**config.mk**
```make
export PLATFORM = sky130hd
export DESIGN_NAME = ram_refresh_sched
export DESIGN_NICKNAME = d
export VERILOG_FILES = /design/src/rtl/ram_pkg.sv /design/src/rtl/refresh_timer.sv /design/src/rtl/ram_refresh_sched.sv
export SDC_FILE = /design/constraint.sdc
export NUM_CORES = 1
export LEC_CHECK = 0
export CORE_MARGIN = 2
export CORE_UTILIZATION = 48
export DETAILED_ROUTE_END_ITERATION = 8
export GPL_TIMING_DRIVEN = 0
export PLACE_DENSITY = 0.67
export REMOVE_ABC_BUFFERS = 1
export SYNTH_ARGS = -nofsm -noshare
export SYNTH_HDL_FRONTEND = slang
export SYNTH_SLANG_ARGS = --single-unit
```
**constraint.sdc**
```tcl
create_clock -name CLK -period 2.8 [get_ports CLK]
set_input_delay 0.56 -clock CLK [delete_from_list [all_inputs] [get_ports CLK]]
set_output_delay 0.56 -clock CLK [all_outputs]
set_load 0.01 [all_outputs]
```
**src/rtl/ram_pkg.sv**
```systemverilog
// Shared refresh constants and scheduler state encoding, also used by the RAM controller.
package ram_pkg;

  typedef enum logic [1:0] {
    IDLE = 2'd0,
    REQ  = 2'd1,
    URG  = 2'd2,
    GAP  = 2'd3
  } ref_state_e;

  // 15.36 us refresh spacing at 25 MHz
  localparam int REF_PERIOD   = 384;
  localparam int REF_URG_WAIT = 256;
  localparam int REF_URG_DEBT = 2;
  localparam int REF_MAX_DEBT = 7;
  localparam int REF_AGE_W    = 9;
  localparam int REF_DEBT_W   = 3;

endpackage

```
**src/rtl/refresh_timer.sv**
```systemverilog
// Reloadable down-counter: emits a registered one-cycle tick every PERIOD enabled cycles.
module refresh_timer
  import ram_pkg::*;
#(
  parameter int PERIOD = REF_PERIOD
) (
  input  logic clk_i,
  input  logic rst_i,
  input  logic en_i,
  output logic tick_o
);

  localparam int CW = $clog2(PERIOD);
  localparam logic [CW-1:0] RELOAD = CW'(PERIOD - 1);

  logic [CW-1:0] cnt_q, cnt_d;
  logic          tick_q, tick_d;

  // Count down while enabled; hold when disabled; reload and tick on reaching zero.
  always_comb begin
    cnt_d  = cnt_q;
    tick_d = 1'b0;
    if (en_i) begin
      if (cnt_q == '0) begin
        cnt_d  = RELOAD;
        tick_d = 1'b1;
      end else begin
        cnt_d = cnt_q - 1'b1;
      end
    end
  end

  // Counter and tick registers.
  always_ff @(posedge clk_i) begin
    if (rst_i) begin
      cnt_q  <= RELOAD;
      tick_q <= 1'b0;
    end else begin
      cnt_q  <= cnt_d;
      tick_q <= tick_d;
    end
  end

  assign tick_o = tick_q;

endmodule

```
**src/rtl/ram_refresh_sched.sv**
```systemverilog
// DRAM refresh scheduler: owed-refresh debt, age-based escalation and the
// REQ/URG/GAP handshake toward the RAM controller's refresh latch.
module ram_refresh_sched
  import ram_pkg::*;
#(
  parameter int PERIOD   = REF_PERIOD,
  parameter int URG_WAIT = REF_URG_WAIT,
  parameter int URG_DEBT = REF_URG_DEBT,
  parameter int MAX_DEBT = REF_MAX_DEBT,
  parameter int AGE_W    = REF_AGE_W
) (
  input  logic       CLK,
  input  logic       RST,
  input  logic       En,
  input  logic       RefAck,
  output logic       RefReqOut,
  output logic       RefUrgOut,
  output logic [2:0] Debt,
  output logic       Overrun
);

  localparam logic [2:0]       MAX_L  = 3'(MAX_DEBT);
  localparam logic [2:0]       URGD_L = 3'(URG_DEBT);
  localparam logic [AGE_W-1:0] WAIT_L = AGE_W'(URG_WAIT - 1);

  logic             tick;
  logic             ack_vld;
  logic [2:0]       debt_q, debt_d;
  logic [AGE_W-1:0] age_q, age_d;
  logic             ovr_q, ovr_d;
  logic             req_q, req_d;
  logic             urg_q, urg_d;
  ref_state_e       state_q, state_d;

  refresh_timer #(
    .PERIOD(PERIOD)
  ) u_timer (
    .clk_i (CLK),
    .rst_i (RST),
    .en_i  (En),
    .tick_o(tick)
  );

  // An acknowledge only counts when something is actually owed.
  assign ack_vld = RefAck && (debt_q != 3'd0);

  // Debt bookkeeping: tick adds, ack retires, both together cancel; age tracks how long debt has waited.
  always_comb begin
    debt_d = debt_q;
    if (tick && !ack_vld) begin
      if (debt_q != MAX_L) debt_d = debt_q + 3'd1;
    end else if (ack_vld && !tick) begin
      debt_d = debt_q - 3'd1;
    end
    ovr_d = ovr_q | (tick && (debt_q == MAX_L));
    if ((debt_q == 3'd0) || ack_vld) begin
      age_d = '0;
    end else if (age_q != '1) begin
      age_d = age_q + 1'b1;
    end else begin
      age_d = age_q;
    end
  end

  // Next-state logic, looking at the post-update debt so requests follow ticks by one edge.
  always_comb begin
    state_d = state_q;
    unique case (state_q)
      IDLE: begin
        if (debt_d >= URGD_L)     state_d = URG;
        else if (debt_d != 3'd0)  state_d = REQ;
      end
      REQ: begin
        if (ack_vld)                                 state_d = GAP;
        else if ((age_q >= WAIT_L) || (debt_d >= URGD_L)) state_d = URG;
      end
      URG: begin
        if (ack_vld) state_d = GAP;
      end
      GAP: begin
        if (debt_d == 3'd0)        state_d = IDLE;
        else if (debt_d >= URGD_L) state_d = URG;
        else                       state_d = REQ;
      end
      default: state_d = IDLE;
    endcase
  end

  // Output decode from the next state so the request pair leaves straight from flops.
  always_comb begin
    req_d = (state_d == REQ) || (state_d == URG);
    urg_d = (state_d == URG);
  end

  // State, bookkeeping and output registers.
  always_ff @(posedge CLK) begin
    if (RST) begin
      state_q <= IDLE;
      debt_q  <= 3'd0;
      age_q   <= '0;
      ovr_q   <= 1'b0;
      req_q   <= 1'b0;
      urg_q   <= 1'b0;
    end else begin
      state_q <= state_d;
      debt_q  <= debt_d;
      age_q   <= age_d;
      ovr_q   <= ovr_d;
      req_q   <= req_d;
      urg_q   <= urg_d;
    end
  end

  assign RefReqOut = req_q;
  assign RefUrgOut = urg_q;
  assign Debt      = debt_q;
  assign Overrun   = ovr_q;

endmodule

```
==> implementation parameters, run 1 <==
Parameter                              Value

GRT
  Number of antenna violations at the first check in global routing ... 0
  Wire length of the first global-routing pass ... ~4000 µm
  Overall global routing resource usage ... ~15%
  Pin count of the biggest net entering global routing ... 17
  Residual overflow from global routing ... 0
  Number of global-route vias before repair ... 965

Pwr
  Leakage power total ... around 0.58 nW
  PwrDens ... between 700 and 800 nW/µm²
  Highest ir drop seen on vdd ... between 0.6 and 0.7 mV

Timing
  RSZ-0062 raised after global routing ... no
  Total count of hold-check failures in the final report ... 0
  Number of failing setup endpoints in the final timing report ... 0
  Relative max-transition margin ... approximately 62%
  Min cycle time layout ... 2210 ps
  Fraction of the cycle the final worst path needs ... around four fifths
  Sum of negative setup slack ... 0 ps
  Final count of pins violating max slew ... 0
  Setup Skew ... 11.7 ps
  Maximum clock rate ... 452 MHz
  Tightest Pin Transition ... 563 ps

Worst setup path
  Buffer and inverter count on the worst path ... 1
  Critical-path maximum fanout ... 8
  Slowest stage cell on the critical path ... clkdlybuf4s50_1
  Critical path data arrival time ... 2470 ps
  Cell family with most CP delay ... buffers and inverters
  Endpoint kind of the worst setup timing path ... register
  Required time of the worst setup path ... between 3000 and 4000 ps
  Worst stage delay on the critical path ... approximately 590 ps
  Worst Setup Path Type ... in2reg
  Reg2Reg Setup Slack ... approximately 600 ps
  Critical path cell sequence ... clkdlybuf4s50_1, nand2b_1, a32oi_1, nand3_1, and3_1, a21boi_0, ha_1, nor2_1
  Startpoint type of the worst setup path ... input port

Route
  Initial DRT Pass Iterations ... 4
  Residual DRC count ... 0
  Vias per Instance ... roughly 5.4
  Total routed wirelength ... around 2300 µm
  Average routed wire per standard cell ... between 10 and 15 µm
  Via count ... approximately 1100
  Final antenna-violating net count ... 0
  Initial DRC Count ... 17

Placed design
  Post-place instance area ... approximately 1500 µm²
  Placed cell count ... 196
  Placer Congestion ... approximately 0.80
  Placed wire-length estimate after detailed placement ... between 1500 and 2000 µm
  Number of port buffers ... 9

Finish
  Sequential cell area ... 541 µm²
  Number of filler cells placed in the layout ... approximately 260
  Layout overhead on the synthesized area ... 10.5%
  Core occupancy in the finished layout ... a little under three fifths
  Non-filler cells in the finished layout ... 200
  Most used cells in the layout excluding fill and tap cells ... dfxtp_1 (27), nor2_1 (21), nand2_1 (14)
  Final cell area excluding filler cells ... roughly 1500 µm²
  Most common library cell in the layout ignoring fill and taps ... dfxtp_1
  Number of antenna repair diodes ... 0
  Net count, final ... about 180
  Share of cells above drive strength 1 ... between 5 and 6%
  Multi-input combinational cell area ... ~790 µm²

Synthesis
  Synth async-reset ratio ... 0%
  Mean cell area of the mapped netlist ... about 8.6 µm²
  Dominant synthesized flop cell ... dfxtp_1
  Count of flip-flops with a built-in enable after synthesis ... 0
  Count of mapped cells out of synthesis ... roughly 160
  Synth cell types ... 37
  Synthesis-stage register bit count ... 27
  Post-synthesis instance area ... approximately 1400 µm²
  Count of yosys warnings during synthesis ... 0
  Sequential cell area fraction in the yosys report ... just under 40%

Outcome
  Run status ... complete, no violations

Die
  Boundary pin count ... 10
  Row count ... 19
  Die width ... roughly 57 µm
  Die ar. ... 3300 µm²
  Initial Util ... 50.2%
  Std-Cell Core Area ... between 2000 and 3000 µm²
  Vert. Die Dim ... 57.5 µm

Clock tree
  Number of post-CTS setup repair buffers ... 0
  Post-cts sizing count ... 0
  TritonCTS clock tree ... done
  Number of clock buffers inserted by TritonCTS ... 3
  Cts-stage hold buffer count ... 0
  Total number of H-tree levels ... 1
  CTS Root Cell ... clkbuf_4
  Clock transition at the registers of the reported paths ... ~140 ps
  CTS Buffer Depth ... 2
  Clock latency reported for the late side of the worst-skew pair ... 310 ps
  Sink count of the clock tree ... 27

Run
  Maxcap violations ... 0

Worst hold path
  Hold/Removal Path Class ... reg2reg
## flip-flops by register name, summed over array words and instances, names as in the netlist
| register | flops |
|---|---|
| age_q | 9 |
| u_timer.cnt_q | 9 |
| Debt | 3 |
| state_q | 2 |
| Overrun | 1 |
| RefReqOut | 1 |
| RefUrgOut | 1 |
| u_timer.tick_o | 1 |
## worst reg2reg max path: cells and delay by family, from the launching register on
family | cells | cell delay, ps
buffers and inverters | 1 | 120
AND/OR/NAND/NOR | 4 | 640
AO/OA/AOI/OAI | 2 | 460
adder cells (fa/ha/maj) | 2 | 500
flip-flops | 1 | 410
## stage by stage
stage	hold slack [ps]	power [W]	setup slack, ps
after floorplan	456	0.000811	795
after global placement	452	0.000933	268
after detailed placement	456	0.000941	266
after CTS	488	0.00111	593
after global routing	526	0.00119	408
final	482	0.00110	587
## power by group
group / leakage [nW] / total [W] / internal, W / switching (W)
Clock: 0.0150 / 0.000162 / 0.0000556 / 0.000106
Combinational: 0.348 / 0.000467 / 0.000223 / 0.000244
Sequential: 0.219 / 0.000469 / 0.000430 / 0.0000391
## per-layer routing
layer / global-route usage, % / part of all wire, % / vias up / wire (µm)
met4: 6.64 / 0.80 / 0 / 18
met2: 24.4 / 45 / 14 / 1030
met3: 2.27 / 3.0 / 2 / 68
met1: 19.8 / 51 / 499 / 1150
met5: 0 / 0 / - / 0
li1: - / - / 566 / -
## synthesized netlist by cell type, drive strengths merged (2+ instances only)
| cell type | n | area share, % |
|---|---|---|
| nand4 | 2 | 0.91 |
| inv | 7 | 1.9 |
| xor2 | 9 | 5.7 |
| or3 | 5 | 2.6 |
| nand2 | 14 | 3.8 |
| xnor2 | 5 | 3.2 |
| dfxtp | 27 | 39 |
| or2 | 2 | 0.91 |
| and2 | 2 | 0.91 |
| nand3 | 8 | 2.9 |
| o21ai | 4 | 1.5 |
| a21oi | 9 | 3.3 |
| clkbuf | 3 | 0.82 |
| a31oi | 2 | 0.91 |
| nand2b | 6 | 2.7 |
| nor3 | 4 | 2.6 |
| ha | 8 | 7.3 |
| nor2b | 4 | 1.8 |
| a32oi | 2 | 1.3 |
| and3 | 2 | 0.91 |
| nor2 | 21 | 5.7 |
## final timing paths
kind                 from  depth (start not counted)        end
setup / recovery   RefAck                          8  RefReqOut
hold / removal    Overrun                          2    Overrun
setup reg to reg  Debt[0]                          9  RefReqOut
hold reg to reg   Overrun                          2    Overrun
## logic make-up (layout without fill, tap and decap cells)
kind of cell             count (synthesis)  in the layout  share of synthesized area (%)
buffers and inverters                   10             20                           2.74
adder cells (fa/ha/maj)                  8              8                           7.30
XOR/XNOR                                14             14                           8.94
AND/OR/NAND/NOR                         76             76                           30.0
AO/OA/AOI/OAI                           23             23                           10.9
flip-flops                              27             27                           39.4
multiplexers                             1              1                          0.730
## final cells by class
class | instances | area share, %
flip-flops and latches | 27 | 35.7
inverters | 7 | 1.73
well taps | 31 | 2.56
repair buffers | 9 | 5.95
clock buffers | 4 | 1.73
multi-input cells | 122 | 52.4
Note: power is estimated with default switching activity, not from simulation.
==> run 2: changes to the inputs <==
clock period = 2.3 ns   (was 2.8 ns; I/O delays follow)
==> run 2 against run 1 <==
Sequential share of layout area fell by 0.33 points; flip-flop and latch count is the same; cell count did not move; count of clock-buffer cells in the layout unchanged; utilization grew 0.64 points; critical path depth up 1; worst hold slack better by 3.4 ps; via count is 0.65% higher; register-to-register slack worse by 430 ps; clock skew barely moved; highest routed layer unchanged.
==> implementation parameters, run 2 (same netlist as run 1, synthesis figures left out) <==
Parameter                              Value

Timing
  Relative max-transition margin ... 63.0% (was 62.3%)
  Sum of negative setup slack ... 0 ps (unchanged)
  Setup Skew ... 12.1 ps (was 11.7 ps)
  Maximum clock rate ... around 470 MHz
  Fraction of the cycle the final worst path needs ... about 92%
  Min cycle time layout ... ~2100 ps
  Final count of pins violating max slew ... 0 (unchanged)
  Tightest Pin Transition ... 553 ps (was 563 ps)
  Number of failing setup endpoints in the final timing report ... 0 (unchanged)
  RSZ-0062 raised after global routing ... no (unchanged)
  Total count of hold-check failures in the final report ... 0 (unchanged)

Die
  Row count ... 19 (unchanged)
  Boundary pin count ... 10 (unchanged)
  Initial Util ... 50.2% (unchanged)
  Vert. Die Dim ... 57.5 µm (unchanged)
  Die width ... 57.5 µm (unchanged)
  Std-Cell Core Area ... 2730 µm² (unchanged)
  Die ar. ... 3300 µm² (unchanged)

Route
  Via count ... 1088 (was 1081)
  Average routed wire per standard cell ... 11.5 µm (was 11.3 µm)
  Initial DRC Count ... 18 (was 17)
  Initial DRT Pass Iterations ... 4 (unchanged)
  Vias per Instance ... 5.44 (was 5.41)
  Residual DRC count ... 0 (unchanged)
  Total routed wirelength ... 2300 µm (was 2260 µm)
  Final antenna-violating net count ... 0 (unchanged)

Finish
  Most used cells in the layout excluding fill and tap cells ... dfxtp_1 (26), nor2_1 (21), nand2_1 (14) (was dfxtp_1 (27), nor2_1 (21), nand2_1 (14))
  Number of filler cells placed in the layout ... 260 (was 257)
  Most common library cell in the layout ignoring fill and taps ... dfxtp_1 (unchanged)
  Non-filler cells in the finished layout ... 200 (unchanged)
  Layout overhead on the synthesized area ... 11.8% (was 10.5%)
  Number of antenna repair diodes ... 0 (unchanged)
  Final cell area excluding filler cells ... 1530 µm² (was 1520 µm²)
  Multi-input combinational cell area ... 810 µm² (was 793 µm²)
  Share of cells above drive strength 1 ... 8.28% (was 5.92%)
  Net count, final ... 182 (unchanged)
  Sequential cell area ... 542 µm² (was 541 µm²)

Placed design
  Placed wire-length estimate after detailed placement ... 1660 µm (unchanged)
  Post-place instance area ... 1490 µm² (unchanged)
  Placer Congestion ... 0.800 (unchanged)
  Placed cell count ... 196 (unchanged)
  Number of port buffers ... 9 (unchanged)

GRT
  Residual overflow from global routing ... 0 (unchanged)
  Overall global routing resource usage ... 15.0% (unchanged)
  Wire length of the first global-routing pass ... 3970 µm (unchanged)
  Number of antenna violations at the first check in global routing ... 0 (unchanged)
  Pin count of the biggest net entering global routing ... 17 (unchanged)
  Number of global-route vias before repair ... 965 (unchanged)

Clock tree
  Number of post-CTS setup repair buffers ... 0 (unchanged)
  Total number of H-tree levels ... 1 (unchanged)
  Number of clock buffers inserted by TritonCTS ... 3 (unchanged)
  CTS Root Cell ... clkbuf_4 (unchanged)
  Cts-stage hold buffer count ... 0 (unchanged)
  Clock latency reported for the late side of the worst-skew pair ... 310 ps (about the same)
  Clock transition at the registers of the reported paths ... 140 ps (about the same)
  Sink count of the clock tree ... 27 (unchanged)
  CTS Buffer Depth ... 2 (unchanged)
  Post-cts sizing count ... 0 (unchanged)
  TritonCTS clock tree ... done (unchanged)

Worst setup path
  Reg-to-Reg End ... RefReqOut (unchanged)
  Worst Setup Path Type ... reg2reg (was in2reg)
  Critical path data arrival time ... 2380 ps (was 2470 ps)
  Cell count of the worst reg-to-reg path ... 9 (unchanged)
  Reg2Reg Setup Slack ... 170 ps (was 600 ps)
  Startpoint type of the worst setup path ... register (was input port)
  Required time of the worst setup path ... 2560 ps (was 3050 ps)
  Worst stage delay on the critical path ... 380 ps (was 590 ps)
  Slowest stage cell on the critical path ... dfxtp_2 (was clkdlybuf4s50_1)
  Launching instance or port of the critical path ... Debt[0] (was RefAck)
  Endpoint kind of the worst setup timing path ... register (unchanged)
  Worst setup path end ... RefReqOut (unchanged)
  Critical-path maximum fanout ... 4 (was 8)
  Critical R2R Launch ... Debt[0] (unchanged)
  Critical path cell sequence ... inv_1, ha_1, nand2b_2, a32o_1, o211ai_1, nand3_1, a21boi_1, ha_1, nor2_1 (was clkdlybuf4s50_1, nand2b_1, a32oi_1, nand3_1, and3_1, a21boi_0, ha_1, nor2_1)
  Most common cell on crit path ... ha_1

Pwr
  PwrDens ... 893 nW/µm² (was 724 nW/µm²)
  Leakage power total ... 0.585 nW (was 0.582 nW)
  Highest ir drop seen on vdd ... 0.750 mV (was 0.614 mV)
  Combinational share of power ... 43.7% (was 42.5%)
  Fraction of power spent switching nets ... 35.8% (was 35.4%)
  Sequential Power Share ... 41.9% (was 42.8%)
  Design internal power ... 0.000879 W (was 0.000709 W)
  Share of total power in the clock network ... 14.4% (was 14.7%)
  Reported net switching power ... 0.000490 W (was 0.000389 W)

Worst hold path
  Hold/Removal Path Class ... reg2reg (unchanged)

Run
  Maxcap violations ... 0 (unchanged)

Outcome
  Run status ... complete, no violations (unchanged)
## run 2: cell count changes in the layout (fill, tap and decap cells not counted)
cell	before	now
a32oi_2	0	1
nand2b_2	0	1
a21boi_1	0	1
a21boi_0	1	0
nand2b_1	6	5
a2bb2oi_2	0	1
a2bb2oi_1	1	0
dfxtp_2	0	1
a32oi_1	2	1
dfxtp_1	27	26
## run 2: layer usage
metal,track usage [%],vias up,share of wire [%]
li1,-,565,-
met1,19.8,512,52
met2,24.4,9,45
met3,2.27,2,2.5
met4,6.64,0,0.78
met5,0,-,0
## run 2: area by class of cell
type	instances	share of cell area, %
clock buffer	4	1.71
inverter	7	1.71
sequential	27	35.3
timing repair buffer	9	5.88
multi-input combinational	122	52.8
tap	31	2.53
## run 2: critical path: cells and delay by family (launching register included)
kind | cells | cell delay [ps]
AOI/OAI and AO/OA | 3 | 670
adders and majority gates | 2 | 490
buffers and inverters | 1 | 100
DFF | 1 | 380
and+or+nand+nor | 3 | 420
## run 2: power groups by stage
stage | clock network (W) | logic (W) | registers, W
final | 0.000197 | 0.000598 | 0.000573
after global routing | 0.000228 | 0.000681 | 0.000581
after CTS | 0.000211 | 0.000569 | 0.000571
after detailed placement | 0 | 0.000564 | 0.000582
after global placement | 0 | 0.000557 | 0.000579
after floorplan | 0 | 0.000396 | 0.000591
## run 2: worst min path at each step
stage                  endpoint  slack (ps)  depth (start not counted)             start
2_1_floorplan  u_timer.cnt_q[8]         460                          2  u_timer.cnt_q[8]
3_3_place_gp            Overrun         450                          2           Overrun
3_5_place_dp            Overrun         460                          2           Overrun
4_1_cts                 Overrun         490                          2           Overrun
5_1_grt                 Overrun         530                          2           Overrun
6_report                Overrun         490                          2           Overrun
## run 2: stage by stage
| step | setup slack (ps) | hold WS (ps) | total power (W) | util [%] |
|---|---|---|---|---|
| floorplan | 295 | 456 | 0.000987 | - |
| finish | 174 | 486 | 0.00137 | 56.1 |
| detailed placement | -134 | 456 | 0.00115 | 54.5 |
| global placement | -132 | 452 | 0.00114 | 54.5 |
| CTS | 92.9 | 488 | 0.00135 | 55.4 |
| global route | 26.3 | 526 | 0.00149 | 56.1 |
==> run 3: changes to the inputs <==
HOLD_SLACK_MARGIN = 0.12   (was unset)
PLACE_DENSITY = 0.7   (was 0.67)
clock period = 1.7 ns   (was 2.3 ns; I/O delays follow)
==> run 3 against run 2 <==
The flow now finishes with violations (setup timing); power rose by 57%; worst setup slack got worse by 380 ps; final area rose by 18%; worst hold slack got worse by 19 ps; first-iteration DRC count rose by 72%; via count rose by 10%; sequential share of layout area fell by 4.4 points; clock skew rose by 5.2 ps; critical endpoint unchanged; highest routed layer unchanged.
==> implementation parameters, run 3 (same netlist as run 1, synthesis figures left out) <==
Parameter                              Value

Die
  Die ar. ... 3300 µm² (unchanged)
  Row count ... 19 (unchanged)
  Initial Util ... 50.2% (unchanged)
  Die width ... 57.5 µm (unchanged)
  Boundary pin count ... 10 (unchanged)
  Vert. Die Dim ... 57.5 µm (unchanged)
  Std-Cell Core Area ... 2730 µm² (unchanged)

Route
  Total length of routed met3 wires ... 86 µm (was 58 µm)
  Via count ... 1199 (was 1088)
  Initial DRC Count ... 31 (was 18)
  Total routed wirelength ... 2940 µm (was 2300 µm)
  Highest routed metal layer ... met4 (unchanged)
  Residual DRC count ... 0 (unchanged)
  Final antenna-violating net count ... 0 (unchanged)
  Vias per Instance ... 5.55 (was 5.44)
  Average routed wire per standard cell ... 13.6 µm (was 11.5 µm)
  Initial DRT Pass Iterations ... 4 (unchanged)
  Post-route met1 wirelength ... 1330 µm (was 1190 µm)
  Routed length on met2 ... 1500 µm (was 1030 µm)

GRT
  Wire length of the first global-routing pass ... 4140 µm (was 3970 µm)
  Number of antenna violations at the first check in global routing ... 0 (unchanged)
  Pin count of the biggest net entering global routing ... 17 (unchanged)
  Number of global-route vias before repair ... 1026 (was 965)
  Overall global routing resource usage ... 15.6% (was 15.0%)
  Residual overflow from global routing ... 0 (unchanged)

Placed design
  Placed wire-length estimate after detailed placement ... 1740 µm (was 1660 µm)
  Placer Congestion ... 0.793 (was 0.800)
  Number of port buffers ... 9 (unchanged)
  Post-place instance area ... 1490 µm² (unchanged)
  Placed cell count ... 196 (unchanged)
  Setup slack after placement ... -664 ps (was -134 ps)

Outcome
  Run status ... finished, violations left (was complete, no violations)
  Failing checks ... setup timing

Worst hold path
  Origin of the worst min-delay path ... En (was Overrun)
  Hold Crit Depth ... 3 (was 2)
  Hold/Removal Path Class ... in2reg (was reg2reg)
  Endpoint, Worst Hold ... u_timer.cnt_q[0] (was Overrun)

Timing
  Tightest hold margin ... 467 ps (was 486 ps)
  Post-route setup slack ... -209 ps (was 174 ps)
  Fraction of the cycle the final worst path needs ... 112% (was 92.4%)
  Relative max-transition margin ... 60.6% (was 63.0%)
  Min cycle time layout ... 1910 ps (was 2130 ps)
  Total count of hold-check failures in the final report ... 0 (unchanged)
  Number of failing setup endpoints in the final timing report ... 7 (was 0)
  Maximum clock rate ... 524 MHz (was 470 MHz)
  Final count of pins violating max slew ... 0 (unchanged)
  Tightest Pin Transition ... 588 ps (was 553 ps)
  Setup Skew ... 17.3 ps (was 12.1 ps)
  RSZ-0062 raised after global routing ... yes (was no)

Finish
  Net count, final ... 198 (was 182)
  Most used cells in the layout excluding fill and tap cells ... nor2_1 (21), dfxtp_1 (15), buf_4 (15) (was dfxtp_1 (26), nor2_1 (21), nand2_1 (14))
  Layout overhead on the synthesized area ... 31.4% (was 11.8%)
  Non-filler cells in the finished layout ... 216 (was 200)
  Number of antenna repair diodes ... 0 (unchanged)
  Final cell area excluding filler cells ... 1800 µm² (was 1530 µm²)
  Multi-input combinational cell area ... 932 µm² (was 810 µm²)
  Share of cells above drive strength 1 ... 34.6% (was 8.28%)
  Most common library cell in the layout ignoring fill and taps ... nor2_1 (was dfxtp_1)
  Number of filler cells placed in the layout ... 215 (was 260)
  Sequential cell area ... 558 µm² (was 542 µm²)

Clock tree
  CTS Root Cell ... clkbuf_4 (unchanged)
  Total number of H-tree levels ... 1 (unchanged)
  Sink count of the clock tree ... 27 (unchanged)
  Clock latency reported for the late side of the worst-skew pair ... 330 ps (was 310 ps)
  Clock transition at the registers of the reported paths ... 150 ps (was 140 ps)
  Number of clock buffers inserted by TritonCTS ... 3 (unchanged)
  TritonCTS clock tree ... done (unchanged)
  Cts-stage hold buffer count ... 0 (unchanged)
  CTS Buffer Depth ... 2 (unchanged)

Worst setup path
  Required time of the worst setup path ... 1970 ps (was 2560 ps)
  Startpoint type of the worst setup path ... register (unchanged)
  Reg2Reg Setup Slack ... -210 ps (was 170 ps)
  Worst Setup Path Type ... reg2reg (unchanged)
  Reg-to-Reg End ... RefReqOut (unchanged)
  Critical R2R Launch ... Debt[0] (unchanged)
  Critical-path maximum fanout ... 6 (was 4)
  Endpoint kind of the worst setup timing path ... register (unchanged)
  Cell count of the worst reg-to-reg path ... 7 (was 9)
  Critical path data arrival time ... 2180 ps (was 2380 ps)

Pwr
  PwrDens ... 1190 nW/µm² (was 893 nW/µm²)
  Leakage power total ... 0.702 nW (was 0.585 nW)
  Highest ir drop seen on vdd ... 0.866 mV (was 0.750 mV)

Run
  Maxcap violations ... 0 (unchanged)
## run 3: changes by cell type in the layout (fill, tap and decap cells not counted), sizes merged
cell and delta:
clkinvlp +1, dlymetal6s2s +1, clkdlybuf4s50 -3, buf +16, clkbuf -1, dlygate4sd2 +2
## run 3: what timing repair did
item / 4_1_cts / 5_1_grt
gates resized for setup: 32 / 18
pin swaps: 10 / 10
buffers inserted: 7 / 9
endpoints found under the setup margin: 13 / 14
## run 3: report_power, final
| part | switching (W) | leakage [nW] | total (W) | internal, W |
|---|---|---|---|---|
| sequential | 0.0000732 | 0.223 | 0.000797 | 0.000724 |
| clock | 0.000188 | 0.0139 | 0.000278 | 0.0000900 |
| combinational | 0.000525 | 0.465 | 0.00107 | 0.000547 |
| total | 0.000786 | 0.702 | 0.00215 | 0.00136 |
## run 3: stage by stage
step	utilization, %	total power (W)	setup TNS (ps)
2_1_floorplan	-	0.00134	-709
3_3_place_gp	54.5	0.00154	-4470
3_5_place_dp	54.5	0.00156	-5310
4_1_cts	60.9	0.00209	-372
5_1_grt	65.9	0.00228	-1360
6_report	65.9	0.00215	-572
## run 3: worst max path at each step
stage	from	endpoint	slack, ps	cells after the start
final	Debt[0]	RefReqOut	-210	7
after global routing	age_q[5]	RefReqOut	-340	9
after CTS	Debt[0]	RefReqOut	-170	7
after detailed placement	RefAck	RefReqOut	-660	8
after global placement	RefAck	RefReqOut	-590	8
after floorplan	Debt[0]	RefReqOut	-300	9
## run 3: worst max-delay path, cell delays in order (launching register included)
cell     delay, ps
dfxtp_4        390
ha_2           220
or3b_2         480
nand3_2        120
and3_4         210
nand2_1         50
ha_1           290
nor2_1          90
## run 3: cell type report
class,instances,area share (%)
Multi-Input combinational cell,122,51.7
Sequential cell,27,31.0
Timing Repair Buffer,25,11.9
Tap cell,31,2.15
Inverter,7,1.60
Clock buffer,3,1.25
Clock inverter,1,0.417
## run 3: per-layer routing
layer	track usage, %	vias to the layer above
met3	2.95	4
met4	3.99	0
met5	0	-
li1	-	598
met2	28.6	25
met1	18.5	572
